===== src/rtl/ram_burst_reader_if.sv =====
// ram_burst_reader_if: command, RAM read port and output stream bundle for ram_burst_reader
//   master: the reader (drives rd_enb/rd_addr, out_data/out_valid/out_last, busy, done[, csum])
//   slave : the environment (drives start/start_addr/burst_len, rd_data, out_ready)
//   csum exists only when BURST_CHECKSUM_EN is defined
interface ram_burst_reader_if #(
    parameter int DATA_W = 8,
    parameter int ADDR_W = 4
);
    logic              start;
    logic [ADDR_W-1:0] start_addr;
    logic [ADDR_W:0]   burst_len;
    logic              rd_enb;
    logic [ADDR_W-1:0] rd_addr;
    logic [DATA_W-1:0] rd_data;
    logic [DATA_W-1:0] out_data;
    logic              out_valid;
    logic              out_ready;
    logic              out_last;
    logic              busy;
    logic              done;
`ifdef BURST_CHECKSUM_EN
    logic [DATA_W-1:0] csum;
`endif
    modport master (
        input  start, start_addr, burst_len, rd_data, out_ready,
`ifdef BURST_CHECKSUM_EN
        output csum,
`endif
        output rd_enb, rd_addr, out_data, out_valid, out_last, busy, done
    );
    modport slave (
        output start, start_addr, burst_len, rd_data, out_ready,
`ifdef BURST_CHECKSUM_EN
        input  csum,
`endif
        input  rd_enb, rd_addr, out_data, out_valid, out_last, busy, done
    );
endinterface


===== src/rtl/ram_burst_reader.sv =====
// ram_burst_reader: burst read sequencer for a 1-cycle-latency RAM with a 2-entry output buffer
//   clock, rst : single clock, synchronous active-high reset
//   bus        : ram_burst_reader_if.master (command, RAM read port, valid/ready stream, busy/done)
//   Optional BURST_CHECKSUM_EN adds bus.csum, the mod-2**DATA_W sum of the burst's beats.
module ram_burst_reader #(
    parameter int DATA_W = 8,
    parameter int ADDR_W = 4
) (
    input logic              clock,
    input logic              rst,
    ram_burst_reader_if.master bus
);
    typedef enum logic [1:0] {IDLE, READ, DRAIN, DONE} state_t;
    state_t            state, state_n;
    logic [ADDR_W-1:0] addr;
    logic [ADDR_W:0]   len_q, issued, beats;
    logic              inflight;
    logic [DATA_W-1:0] fifo [2];
    logic              wr_ptr, rd_ptr;
    logic [1:0]        count;
    logic [2:0]        occ;
    logic              issue, push, pop, accept;
    assign push   = inflight;
    assign pop    = bus.out_valid && bus.out_ready;
    assign accept = (state == IDLE) && bus.start;
    // Credit the beat leaving this cycle so a full pipeline still sustains one read per cycle.
    assign occ    = {1'b0, count} + {2'b0, inflight} - {2'b0, pop};
    always_comb begin
        state_n = state;
        issue   = 1'b0;
        case (state)
            IDLE:    if (bus.start) state_n = (bus.burst_len == '0) ? DONE : READ;
            READ: begin
                issue = (issued != len_q) && (occ < 3'd2);
                if (issue && (issued + 1'b1 == len_q)) state_n = DRAIN;
            end
            DRAIN:   if (!inflight && (count == 2'd0 || (count == 2'd1 && pop))) state_n = DONE;
            default: state_n = IDLE;
        endcase
    end
    always_ff @(posedge clock) begin
        if (rst) begin
            state    <= IDLE;
            addr     <= '0;
            len_q    <= '0;
            issued   <= '0;
            beats    <= '0;
            inflight <= 1'b0;
            fifo     <= '{default: '0};
            wr_ptr   <= 1'b0;
            rd_ptr   <= 1'b0;
            count    <= 2'd0;
        end else begin
            state    <= state_n;
            inflight <= issue;
            if (accept) begin
                addr   <= bus.start_addr;
                len_q  <= bus.burst_len;
                issued <= '0;
                beats  <= '0;
            end
            if (issue) begin
                addr   <= addr + 1'b1;
                issued <= issued + 1'b1;
            end
            if (push) begin
                fifo[wr_ptr] <= bus.rd_data;
                wr_ptr       <= ~wr_ptr;
            end
            if (pop) begin
                rd_ptr <= ~rd_ptr;
                beats  <= beats + 1'b1;
            end
            count <= count + {1'b0, push} - {1'b0, pop};
        end
    end
    assign bus.rd_enb    = issue;
    assign bus.rd_addr   = addr;
    assign bus.out_valid = (count != 2'd0);
    assign bus.out_data  = fifo[rd_ptr];
    assign bus.out_last  = bus.out_valid && (beats + 1'b1 == len_q);
    assign bus.busy      = (state != IDLE);
    assign bus.done      = (state == DONE);
`ifdef BURST_CHECKSUM_EN
    logic [DATA_W-1:0] csum_q;
    always_ff @(posedge clock) begin
        if (rst || accept) csum_q <= '0;
        else if (pop)      csum_q <= csum_q + bus.out_data;
    end
    assign bus.csum = csum_q;
`endif
endmodule


===== src/flat_wrapper.sv =====
// flat-port wrapper written by rule: the top's interface ports become plain ports
module ram_burst_reader_flat 
#(
    parameter int DATA_W = 8,
    parameter int ADDR_W = 4
)
  (clock, rst, bus_start, bus_start_addr, bus_burst_len, bus_rd_data, bus_out_ready, bus_rd_enb, bus_rd_addr, bus_out_data, bus_out_valid, bus_out_last, bus_busy, bus_done);
  ram_burst_reader_if #(.DATA_W(DATA_W), .ADDR_W(ADDR_W)) bus_i ();
  input logic clock;
  input logic rst;
  input wire logic [$bits(bus_i.start)-1:0] bus_start;
  input wire logic [$bits(bus_i.start_addr)-1:0] bus_start_addr;
  input wire logic [$bits(bus_i.burst_len)-1:0] bus_burst_len;
  input wire logic [$bits(bus_i.rd_data)-1:0] bus_rd_data;
  input wire logic [$bits(bus_i.out_ready)-1:0] bus_out_ready;
  output wire logic [$bits(bus_i.rd_enb)-1:0] bus_rd_enb;
  output wire logic [$bits(bus_i.rd_addr)-1:0] bus_rd_addr;
  output wire logic [$bits(bus_i.out_data)-1:0] bus_out_data;
  output wire logic [$bits(bus_i.out_valid)-1:0] bus_out_valid;
  output wire logic [$bits(bus_i.out_last)-1:0] bus_out_last;
  output wire logic [$bits(bus_i.busy)-1:0] bus_busy;
  output wire logic [$bits(bus_i.done)-1:0] bus_done;
  assign bus_i.start = bus_start;
  assign bus_i.start_addr = bus_start_addr;
  assign bus_i.burst_len = bus_burst_len;
  assign bus_i.rd_data = bus_rd_data;
  assign bus_i.out_ready = bus_out_ready;
  assign bus_rd_enb = bus_i.rd_enb;
  assign bus_rd_addr = bus_i.rd_addr;
  assign bus_out_data = bus_i.out_data;
  assign bus_out_valid = bus_i.out_valid;
  assign bus_out_last = bus_i.out_last;
  assign bus_busy = bus_i.busy;
  assign bus_done = bus_i.done;
  ram_burst_reader #(.DATA_W(DATA_W), .ADDR_W(ADDR_W)) u_core (.clock(clock), .rst(rst), .bus(bus_i));
endmodule

===== config.mk =====
export PLATFORM = sky130hd
export DESIGN_NAME = ram_burst_reader_flat
export DESIGN_NICKNAME = d
export VERILOG_FILES = /design/src/rtl/ram_burst_reader_if.sv /design/src/rtl/ram_burst_reader.sv /design/src/flat_wrapper.sv
export SDC_FILE = /design/constraint.sdc
export NUM_CORES = 1
export LEC_CHECK = 0
export CAP_MARGIN = 20
export CORE_AREA = 2 2 99 101
export DETAILED_ROUTE_END_ITERATION = 6
export DIE_AREA = 0 0 101 103
export GPL_TIMING_DRIVEN = 0
export PLACE_DENSITY_LB_ADDON = 0.12
export SLEW_MARGIN = 20
export SYNTH_ARGS = -nofsm -noshare
export SYNTH_HDL_FRONTEND = slang
export SYNTH_SLANG_ARGS = --single-unit

===== constraint.sdc =====
create_clock -name clock -period 4.3 [get_ports clock]
set_clock_uncertainty 0.2 [all_clocks]
set_input_delay 0.86 -clock clock [delete_from_list [all_inputs] [get_ports clock]]
set_output_delay 0.86 -clock clock [all_outputs]
set_load 0.02 [all_outputs]

======== After elaboration in Yosys (flattened, before gate mapping) ========
Index checks and enable logic that the tools add are counted.
operators by class
  $add $sub $neg .......................... 7
  magnitude comparators ................... 4
  eq/ne operators ......................... 10
  multiplexer cells ....................... 17
  bitwise operators ....................... 4
  reduce and logical (&&, ||, !) cells .... 18
operators by type and width
  kind                                                                  number
  8-bit two-way mux                                                     4
  16-bit bitwise mux                                                    1
  5-bit two-way mux                                                     3
  5-bit by 1-bit adder with 5-bit output, second input constant         2
  5-bit == test                                                         2
  8-bit demux with 1-bit select                                         1
  1-bit logical AND                                                     8
  2-bit two-way mux                                                     4
  4-bit two-way mux                                                     2
  2-bit nonzero test                                                    4
  2-bit case mux with 3 select lines                                    1
  5-bit logical NOT                                                     1
  5-bit != test                                                         1
  4-bit by 1-bit adder with 4-bit output, second input constant         1
  2-bit by 1-bit == test with 1-bit output, second input constant       2
  2-bit == test, second input constant                                  2
  2-bit >= comparator, second input constant                            2
  2-bit logical NOT                                                     2
  2-bit by 1-bit != test with 1-bit output, second input constant       2
  1-bit inverter with 2-bit output                                      2
  2-bit by 1-bit adder with 3-bit output                                1
  3-bit by 2-bit < comparator with 1-bit output, second input constant  1
  3-bit AND reduction                                                   1
  3-bit by 1-bit subtractor with 3-bit output                           1
  8 further kinds                                                       9
word-level totals
  bits in registers ....................... 42
  bits of input ports ..................... 21
  word-level logic and storage cells ...... 71

======== Depth between registers and ports, before layout ========
Gate-level depths: netlist (run 1).
  word-level depth ........................ 8
  gate-level depth with buffers ........... 12
  depth with buffers taken out ............ 11

======== Least setup slack after synthesis (run 1) ========
Ideal clock, no wire load.
  path kind ............................... input to output
  start ................................... input bus_out_ready
  end ..................................... output bus_rd_enb
  arrival ................................. 2.714 ns
  slack ................................... 0.526 ns
  cell stages on the path ................. 10
  buffers on the path ..................... 1
  cell sequence ........................... o21ai_0 clkbuf_1 or2_2 nand2_1 ha_1 fa_1 xnor2_1 nor2_1 o311ai_4 inv_2
on the way
  word-level cells in the longest chain between the ends .. 5
ends and longest elaborated chain
  what                                           RTL line                text
  start: declaration                             flat_wrapper.sv:15      input wire logic [$bits(bus_i.out_ready)-1:0] bus_out_ready;
  1-bit logical AND                              ram_burst_reader.sv:24  assign pop = bus.out_valid && bus.out_ready;
  3-bit by 1-bit subtractor with 3-bit output    ram_burst_reader.sv:27  assign occ = {1'b0, count} + {2'b0, inflight} - {2'b0, pop};
  3-bit by 2-bit < comparator with 1-bit output  ram_burst_reader.sv:34  issue = (issued != len_q) && (occ < 3'd2);
  1-bit logical AND                              ram_burst_reader.sv:34
  1-bit two-way mux                              ram_burst_reader.sv:31  case (state)
  end: declaration                               flat_wrapper.sv:16      output wire logic [$bits(bus_i.rd_enb)-1:0] bus_rd_enb;
Every way passes these cells.

======== Worst setup path in the final report (run 1) ========
  start ................................... input bus_out_ready
  end ..................................... output bus_rd_enb
on the way
  word-level cells in the longest chain between the ends .. 5
ends and longest elaborated chain
  what                                           RTL line                text
  1-bit logical AND                              ram_burst_reader.sv:24
  3-bit by 1-bit subtractor with 3-bit output    ram_burst_reader.sv:27
  named net u_core.occ[1]                        ram_burst_reader.sv:21  logic [2:0] occ;
  3-bit by 2-bit < comparator with 1-bit output  ram_burst_reader.sv:34
  1-bit logical AND                              ram_burst_reader.sv:34
  1-bit two-way mux                              ram_burst_reader.sv:31
The timed path passes the listed nets, and every way through them passes these cells.

==> flow_metrics.tcl, run 1 <==
set metrics [dict create \
    endpoint_kind "output port" \
    cp-start-kind "input port" \
    detail_route.wl_per_cell_um 14.2 \
    syn_inst 272 \
    fin_util_pct 30.9 \
    synth_top_cell_area_share_pct 36.8 \
    drv_cap 0 \
    syn-num-nets 303 \
    diodes 0 \
    synth_simple_gate_area_share_pct 26.6 \
    root_buffer "clkbuf_8" \
    io_pins 38 \
    grt_antenna_before_repair 0 \
    cts_tree "built" \
    worst_slew_pin_slew_ns 0.624 \
    fp.dieH_um 103 \
    synth_compound_area_share_pct 15.1 \
    worstHoldPathType "reg -> reg" \
    dp.final_hpwl_um 4460 \
    cp_data_required_time_ns 3.24 \
    drtPass1Iterations 6 \
    clk_pin_slew_ns 0.08 \
    synth_top_family_by_area "simple AND/OR/NAND/NOR gates" \
    crit_fanout 6 \
    drv_slew 0 \
    clock.fmax_mhz 242 \
    fill_cells 1035 \
    power_switching_uw 597 \
    outcome "complete, no violations" \
    powerDensity_nw_per_um2 502 \
    synth-edff-count 0 \
    critPathSlowestCell "fa_1" \
    netSwitchingFraction_pct 40.7 \
    ys.flop_type "dfxtp_1" \
    die_w_um 101 \
    total_power_uw 1470 \
    setup_viol_count_final 0 \
    rrSetupSlack_ns 1.10 \
    yosys-top-cells-count "nand2_1 (48), dfxtp_1 (42), a21oi_1 (30)" \
    synth_area_leaders "dfxtp_1 (37%), nand2_1 (7.9%), a21oi_1 (6.6%)" \
    critPathMaxStageDelay_ns 0.46 \
    synthMuxAreaShare_pct 4.44 \
    pwr-share-comb_pct 46.0 \
    r2r_cells 11 \
    drt-initial-drc-count 40 \
    area_growth_pct 28.1 \
    r2r-end "u_core.issued[2]$_SDFFE_PP0P_" \
    ys_types 47 \
    path_cells "clkdlybuf4s15_1, o21ai_1, buf_4, or2_2, nand2_1, ha_1, fa_1, nor2_4, o311ai_4, inv_2, clkdlybuf4s15_2" \
    fin_crit_sh_pct 95.9 \
    grt_pass1_vias 2005 \
    grt_max_degree 16 \
    drtAntennaViolNets 0 \
    grt_pass1_wl_um 10100 \
    slew_headroom_pct 58.0 \
    vias_per_cell 4.63 \
    core_sq_um 9460 \
    hold_viol 0 \
    ir_drop_uv 194 \
    grt_overflow 0 \
    io_buffer_count 37 \
    cts_max_path_buffers 2 \
    finish.net_count 350 \
    start_util_pct 24.1 \
    power.internal_uw 870 \
    ys_seq_area_share_pct 36.8 \
    track_usage_pct 12.7 \
    cts_hold_buf 0 \
    gp_congestion 0.721 \
    crit_start "bus_out_ready" \
    yosysWarnings 0 \
    rows 36 \
    synth_top_cell_by_area "dfxtp_1" \
    ys_ff_latch 42 \
    pre_cts_ws_ns -0.924 \
    pwr-share-clk_pct 19.0 \
    drive_above_1_share_pct 11.6 \
    yosys.area_share.adder_pct 5.81 \
    synth_most_common_cell "nand2_1" \
    leakage_uw 0.00103 \
    clk_latency_ns 0.30 \
    fp.dieArea_sq_um 10400 \
    r2r-start "u_core.inflight$_SDFF_PP0_" \
    drc 0 \
    finalWirelength_um 6150 \
    async_flop_share_pct 0 \
    vias 2009 \
    htreeDepth 2 \
    avgSynthCellArea_sq_um 8.39 \
    path_class "in -> out" \
    seq_power_share_pct 35.0 \
    worst_slack_ns 0.175 \
    tns_ns 0 \
    synth_area_sq_um 2280 \
    cts_sinks 42 \
    regArea_sq_um 841 \
    cts_buffers 5 \
    worstSetupEndpoint "bus_rd_enb" \
    period_minus_slack_ns 4.12 \
    cp.arrival_ns 3.06 \
    synth_xor_area_share_pct 7.24 \
    multi_input_area_sq_um 1360 \
]
-- sequential cells by signal, summed over array words and instances, names as in the netlist --
signal              count
u_core.beats            5
u_core.state            2
u_core.wr_ptr           1
u_core.bus.rd_addr      4
u_core.issued           5
u_core.count            2
u_core.inflight         1
u_core.len_q            5
u_core.fifo            16
u_core.rd_ptr           1
-- power by group through the flow --
| stage | clock (uW) | sequential [uW] | combinational [uW] |
|---|---|---|---|
| after global placement | 0 | 523 | 642 |
| after global routing | 308 | 525 | 748 |
| final | 279 | 513 | 675 |
| after CTS | 295 | 514 | 659 |
| after detailed placement | 0 | 524 | 640 |
| after floorplan | 0 | 522 | 425 |
-- per-layer routing --
layer | part of all wire, % | track usage (%) | up-vias
met5 | 0 | 0 | -
met4 | 1.1 | 3.43 | 0
met3 | 3.7 | 2.92 | 5
met2 | 48 | 22.6 | 31
met1 | 47 | 15.4 | 928
li1 | - | - | 1045
-- cell families (layout without fill, tap and decap cells) --
family / Yosys count / count (layout)
flops: 42 / 42
mux: 9 / 9
compound gates: 52 / 52
fa+ha+maj: 10 / 10
buf+inv: 20 / 68
simple gates: 121 / 121
xor+xnor: 18 / 18
-- repair_timing --
| action | CTS | global route |
|---|---|---|
| setup buffers | 1 | 2 |
| pin swaps | 1 | 0 |
| setup endpoints to repair | 1 | 1 |
| cloned | 0 | 0 |
| resized for setup | 8 | 3 |
-- cells in the final DEF (no fill, tap or decap), types with 3 or more instances in the layout --
master and instances:
dfxtp_1 42, nor2b_1 7, xnor2_1 10, mux2_2 9, nand2_1 48, nor3b_1 3, nand2b_1 4, nor3_1 4
buf_4 4, buf_1 3, clkdlybuf4s50_1 35, ha_1 9, clkbuf_1 9, nor2_1 13, o21ai_0 5, a21oi_1 30
clkbuf_8 5, nand4b_1 4, nand3_1 22, xor2_1 7, inv_1 4
-- final cells by class --
| class | instances | share of cell area [%] |
|---|---|---|
| Clock inverter | 3 | 0.856 |
| Timing Repair Buffer | 40 | 13.5 |
| Sequential cell | 42 | 28.8 |
| Inverter | 5 | 0.642 |
| Clock buffer | 5 | 2.35 |
| Buffer | 15 | 2.57 |
| Multi-Input combinational cell | 210 | 46.5 |
| Tap cell | 114 | 4.88 |
-- worst max-delay path, delay by kind of cell --
kind / cells / cell delay (ns)
fa+ha+maj: 2 / 0.63
compound gates: 2 / 0.25
buf+inv: 4 / 0.82
simple gates: 3 / 0.51
-- stage by stage --
step,hold WS [ns],cells,area (sq um)
global placement,0.240,423,2800
global route,0.282,434,2920
detailed placement,0.244,423,2800
floorplan,0.233,272,2280
finish,0.258,434,2920
CTS,0.259,432,2900
-- how the worst min path moves through the flow --
stage                                       from                           end  slack [ns]  cells past startpoint
floorplan            u_core.fifo[0]$_SDFFE_PP0P_   u_core.fifo[0]$_SDFFE_PP0P_        0.23                      2
global placement    u_core.fifo[13]$_SDFFE_PP0P_  u_core.fifo[13]$_SDFFE_PP0P_        0.24                      2
detailed placement  u_core.fifo[11]$_SDFFE_PP0P_  u_core.fifo[11]$_SDFFE_PP0P_        0.24                      2
CTS                  u_core.fifo[4]$_SDFFE_PP0P_   u_core.fifo[4]$_SDFFE_PP0P_        0.26                      2
global route         u_core.fifo[9]$_SDFFE_PP0P_   u_core.fifo[9]$_SDFFE_PP0P_        0.28                      2
finish               u_core.fifo[8]$_SDFFE_PP0P_   u_core.fifo[8]$_SDFFE_PP0P_        0.26                      2
Note: power is estimated with default switching activity, not from simulation.
==> run 2: changes to the inputs <==
Settings changed: HOLD_SLACK_MARGIN from default to 0.03.
==> results of run 2 <==
No change in the layout: final DEF, timing and power equal those of run 1.
==> RTL change 1 (flow settings as in run 1) <==
`DATA_W` is set to 8 in 3 places; all go to 6.
--- a/src/rtl/ram_burst_reader_if.sv
+++ b/src/rtl/ram_burst_reader_if.sv
@@ -3,7 +3,7 @@
 //   slave : the environment (drives start/start_addr/burst_len, rd_data, out_ready)
 //   csum exists only when BURST_CHECKSUM_EN is defined
 interface ram_burst_reader_if #(
-    parameter int DATA_W = 8,
+    parameter int DATA_W = 6,
     parameter int ADDR_W = 4
 );
     logic              start;
--- a/src/rtl/ram_burst_reader.sv
+++ b/src/rtl/ram_burst_reader.sv
@@ -3,7 +3,7 @@
 //   bus        : ram_burst_reader_if.master (command, RAM read port, valid/ready stream, busy/done)
 //   Optional BURST_CHECKSUM_EN adds bus.csum, the mod-2**DATA_W sum of the burst's beats.
 module ram_burst_reader #(
-    parameter int DATA_W = 8,
+    parameter int DATA_W = 6,
     parameter int ADDR_W = 4
 ) (
     input logic              clock,
--- a/src/flat_wrapper.sv
+++ b/src/flat_wrapper.sv
@@ -1,7 +1,7 @@
 // flat-port wrapper written by rule: the top's interface ports become plain ports
 module ram_burst_reader_flat 
 #(
-    parameter int DATA_W = 8,
+    parameter int DATA_W = 6,
     parameter int ADDR_W = 4
 )
   (clock, rst, bus_start, bus_start_addr, bus_burst_len, bus_rd_data, bus_out_ready, bus_rd_enb, bus_rd_addr, bus_out_data, bus_out_valid, bus_out_last, bus_busy, bus_done);
Interface: changed (resized bus_out_data and bus_rd_data); port bits go from 38 to 34. The function was not compared with the original's and may differ.
==> RTL change 1 against run 1 <==
Total power shrank 3.7%; global-route usage down 1.0 points; critical path depth stayed put; routed wire length shrank 9.4%; synthesized area is 4.3% lower; worst hold slack improved by 0.0052 ns; maximum frequency grew 1.0%; critical endpoint unchanged; cell area is 3.8% lower; combinational power down 14%; cell count shrank 5.8%; sequential cell count down 4; worst setup slack gained 0.041 ns.
==> RTL change 1: results (changes against run 1) <==
worst_setup_path:
  slowest_delay_ns: 0.37  # -0.09 ns
  crit_arrival_ns: 3.02  # -0.04 ns
  critPathMaxFanout: 10  # +4
timing:
  hold_slack_ns: 0.263  # +0.00524 ns
  layout_setup_ws_ns: 0.217  # +0.0411 ns
  worstMarginPinSlew_ns: 0.567  # -0.0569 ns
clock_network:
  cts_max_path_buffers: 2  # unchanged
  cts-buffers-inserted: 5  # unchanged
routing:
  num_vias: 1888  # -6.0%
  wl_mm: 5.57  # -9.4%
  drt_pass1_iterations: 4  # -2
pwr:
  p_leak_nw: 1.05  # +1.7%
  ir_drop_mv: 0.158  # -19%
global_route:
  use_met2_pct: 20.5  # -2.1 points
  track_usage_pct: 11.7  # -1.0 points
  grt_max_degree: 14  # -2
  use_met1_pct: 14.7  # -0.72 points
  grt_pass1_wl_mm: 9.46  # -6.7%
layout:
  finalNetCount: 323  # -7.7%
  largest_reg_flops: 12  # -4
  instances_no_fill: 409  # -5.8%
  nFillCells: 1025  # -0.97%
  drive_gt1_share_pct: 11.2  # -0.38 points
yosys:
  synthDistinctLibCells: 45  # -4.3%
  syn_nets: 282  # -6.9%
  yosys-top-cells-count: "dfxtp_1 (38), nand2_1 (27), nor2_1 (24), nand3_1 (21), a21oi_1 (18)"
  synth_cells: 253  # -7.0%
  ys_seq_area_share_pct: 34.8  # -2.0 points
  yosys-top-cells-area: "dfxtp_1 (35%), ha_1 (5.2%), nand3_1 (4.8%)"
status:
  outcome: "complete, no violations"
place:
  portBuffers: 33  # -11%
  dp_slack_ns: -0.768  # +0.156 ns
  place.gp.congestion: 0.750  # +4.0%
  placed_cells: 400  # -5.4%
  dpl.hpwl_mm: 4.18  # -6.3%
[RTL change 1: final timing paths]
path                          startpoint                       endpoint  cells past startpoint
min          u_core.fifo[2]$_SDFFE_PP0P_    u_core.fifo[2]$_SDFFE_PP0P_                      2
max                        bus_out_ready                     bus_rd_enb                     11
max reg2reg   u_core.inflight$_SDFF_PP0_  u_core.issued[2]$_SDFFE_PP0P_                     10
min reg2reg  u_core.fifo[2]$_SDFFE_PP0P_    u_core.fifo[2]$_SDFFE_PP0P_                      2
[RTL change 1: layout make-up]
type	instances	share of cell area, %
multi-input combinational	194	46.8
buffer	15	3.34
clock buffer	5	2.45
tap	114	5.07
clock inverter	3	2.45
inverter	6	0.801
timing repair buffer	34	12.0
sequential	38	27.0
[RTL change 1: what timing repair did]
action | CTS | global route
setup endpoints to repair | 1 | 0
setup buffers | 1 | 0
gates resized for setup | 6 | 0
[RTL change 1: logic make-up (layout without fill, tap and decap cells)]
family                     after synthesis  in the layout  share of synthesized area (%)
adders and majority gates               10             10                           6.07
buffers and inverters                   21             63                           5.33
xor gates and xnor gates                18             18                           7.57
AOI/OAI and AO/OA                       42             42                           13.2
DFF                                     38             38                           34.8
and+or+nand+nor                        111            111                           26.6
muxes                                   13             13                           6.36
[RTL change 1: worst register-to-register path: stages (launching register included)]
cell      delay [ns]
dfxtp_1         0.37
clkbuf_1        0.41
xnor2_1         0.17
ha_1            0.16
inv_1           0.04
fa_1            0.37
xnor2_1         0.14
and2_1          0.22
o311ai_4        0.20
or4b_2          0.65
nand3_1         0.10
[RTL change 1: through the flow]
step	cell area [um2]	TNS, ns	utilization [%]
2_1_floorplan	2180	0	-
3_3_place_gp	2660	-0.786	28.1
3_5_place_dp	2660	-0.768	28.1
4_1_cts	2810	0	29.7
5_1_grt	2810	0	29.7
6_report	2810	0	29.7
[RTL change 1: report_power, final]
part           total (mW)  internal [mW]  switching [mW]
combinational       0.582          0.262           0.321
clock               0.370          0.233           0.138
sequential          0.460          0.404          0.0562
total                1.41          0.898           0.515
[RTL change 1: routing by layer]
metal  vias to the layer above  part of all wire (%)
li1                        975                     -
met1                       875                    48
met2                        31                    47
met3                         7                   3.4
met4                         0                   1.3
met5                         -                     0
==> RTL change 2 (config.mk and constraints of run 1) <==
Made on the original files. Encoding of `state_t`: now Gray code (2 bits for 4 states).
--- a/src/rtl/ram_burst_reader.sv
+++ b/src/rtl/ram_burst_reader.sv
@@ -10,7 +10,7 @@
     input logic              rst,
     ram_burst_reader_if.master bus
 );
-    typedef enum logic [1:0] {IDLE, READ, DRAIN, DONE} state_t;
+    typedef enum logic [1:0] {IDLE = 2'b00, READ = 2'b01, DRAIN = 2'b11, DONE = 2'b10} state_t;
     state_t            state, state_n;
     logic [ADDR_W-1:0] addr;
     logic [ADDR_W:0]   len_q, issued, beats;
Formal check against the unedited RTL: same outputs for any inputs over 10 cycles, from zero or initial values and one cycle with rst high; not proved beyond that.
==> RTL change 2 against run 1 <==
Cell area shrank 9.5%; register-to-register slack worse by 0.04 ns; non-clock buffer count fell by 3; routed wire length is 9.3% lower; cell count down 5.3%; via count fell by 8.5%; highest routed layer unchanged; largest cell class unchanged; worst setup slack improved by 0.055 ns; first-iteration DRC count increased by 78%; total power is 21% lower; sequential cell count unchanged; synthesized area fell by 10%; synthesized cell count fell by 7.4%.
==> RTL change 2: results (changes against run 1) <==
status:
  outcome: "complete, no violations"
yosys:
  syn_nets: 278  # -8.3%
  yosys-top-cells-area: "dfxtp_1 (41%), a21oi_1 (8.3%), nand2_1 (7.5%)"
  synthDistinctLibCells: 38  # -19%
pwr:
  ir_drop_mv: 0.125  # -35%
  p_leak_nw: 0.921  # -10%
layout:
  finalNetCount: 322  # -8.0%
  nNonClkBuffers: 52  # -5.5%
  multi_input_area_mm2: 0.00113  # -17%
  drive_gt1_share_pct: 7.74  # -3.8 points
  multi_input_gates: 190  # -9.5%
  multi_input_area_share_pct: 42.7  # -3.7 points
global_route:
  use_met2_pct: 18.8  # -3.7 points
  grt_pass1_wl_mm: 9.05  # -11%
  use_met1_pct: 14.5  # -0.96 points
timing:
  max-slew-margin-rel_pct: 59.3  # +1.3 points
  period_needed_ns: 4.07  # -0.0555 ns
routing:
  initialDrtViolationCount: 71  # +78%
worst_setup_path:
  ff2ff_setup_slack_ns: 1.06  # -0.04 ns
  reg2reg_from: "u_core.count[1]$_SDFF_PP0_"
  rr_worst_depth: 14  # +3
  crit_arrival_ns: 3.01  # -0.05 ns
  critPathMaxFanout: 8  # +2
place:
  portBuffers: 36  # -2.7%
  dp_slack_ns: -0.623  # +0.302 ns
  postPlaceCellArea_mm2: 0.00255  # -8.8%
worst_hold_path:
  min_to: "u_core.fifo[5]$_SDFFE_PP0P_"
-- RTL change 2: changes by cell type after synthesis, sizes merged, moves of 3 or more --
cell    delta
clkbuf     +3
nand3b     +3
nand2      -7
buf        -3
nand4b     -4
nor2       +3
o21ai      -4
a21oi      +4
ha         -5
-- RTL change 2: how the worst max path moves through the flow --
stage,startpoint,endpoint,cells past startpoint
2_1_floorplan,u_core.count[1]$_SDFF_PP0_,bus_rd_enb,11
3_3_place_gp,bus_out_ready,bus_rd_enb,11
3_5_place_dp,bus_out_ready,bus_rd_enb,11
4_1_cts,u_core.count[1]$_SDFF_PP0_,bus_rd_enb,12
5_1_grt,u_core.count[1]$_SDFF_PP0_,bus_rd_enb,12
6_report,bus_out_ready,bus_rd_enb,11
-- RTL change 2: where the power goes --
part	total [mW]	leakage, nW	switching (mW)	internal [mW]
combinational	0.424	0.535	0.232	0.192
clock	0.255	0.0452	0.140	0.115
sequential	0.473	0.341	0.0421	0.431
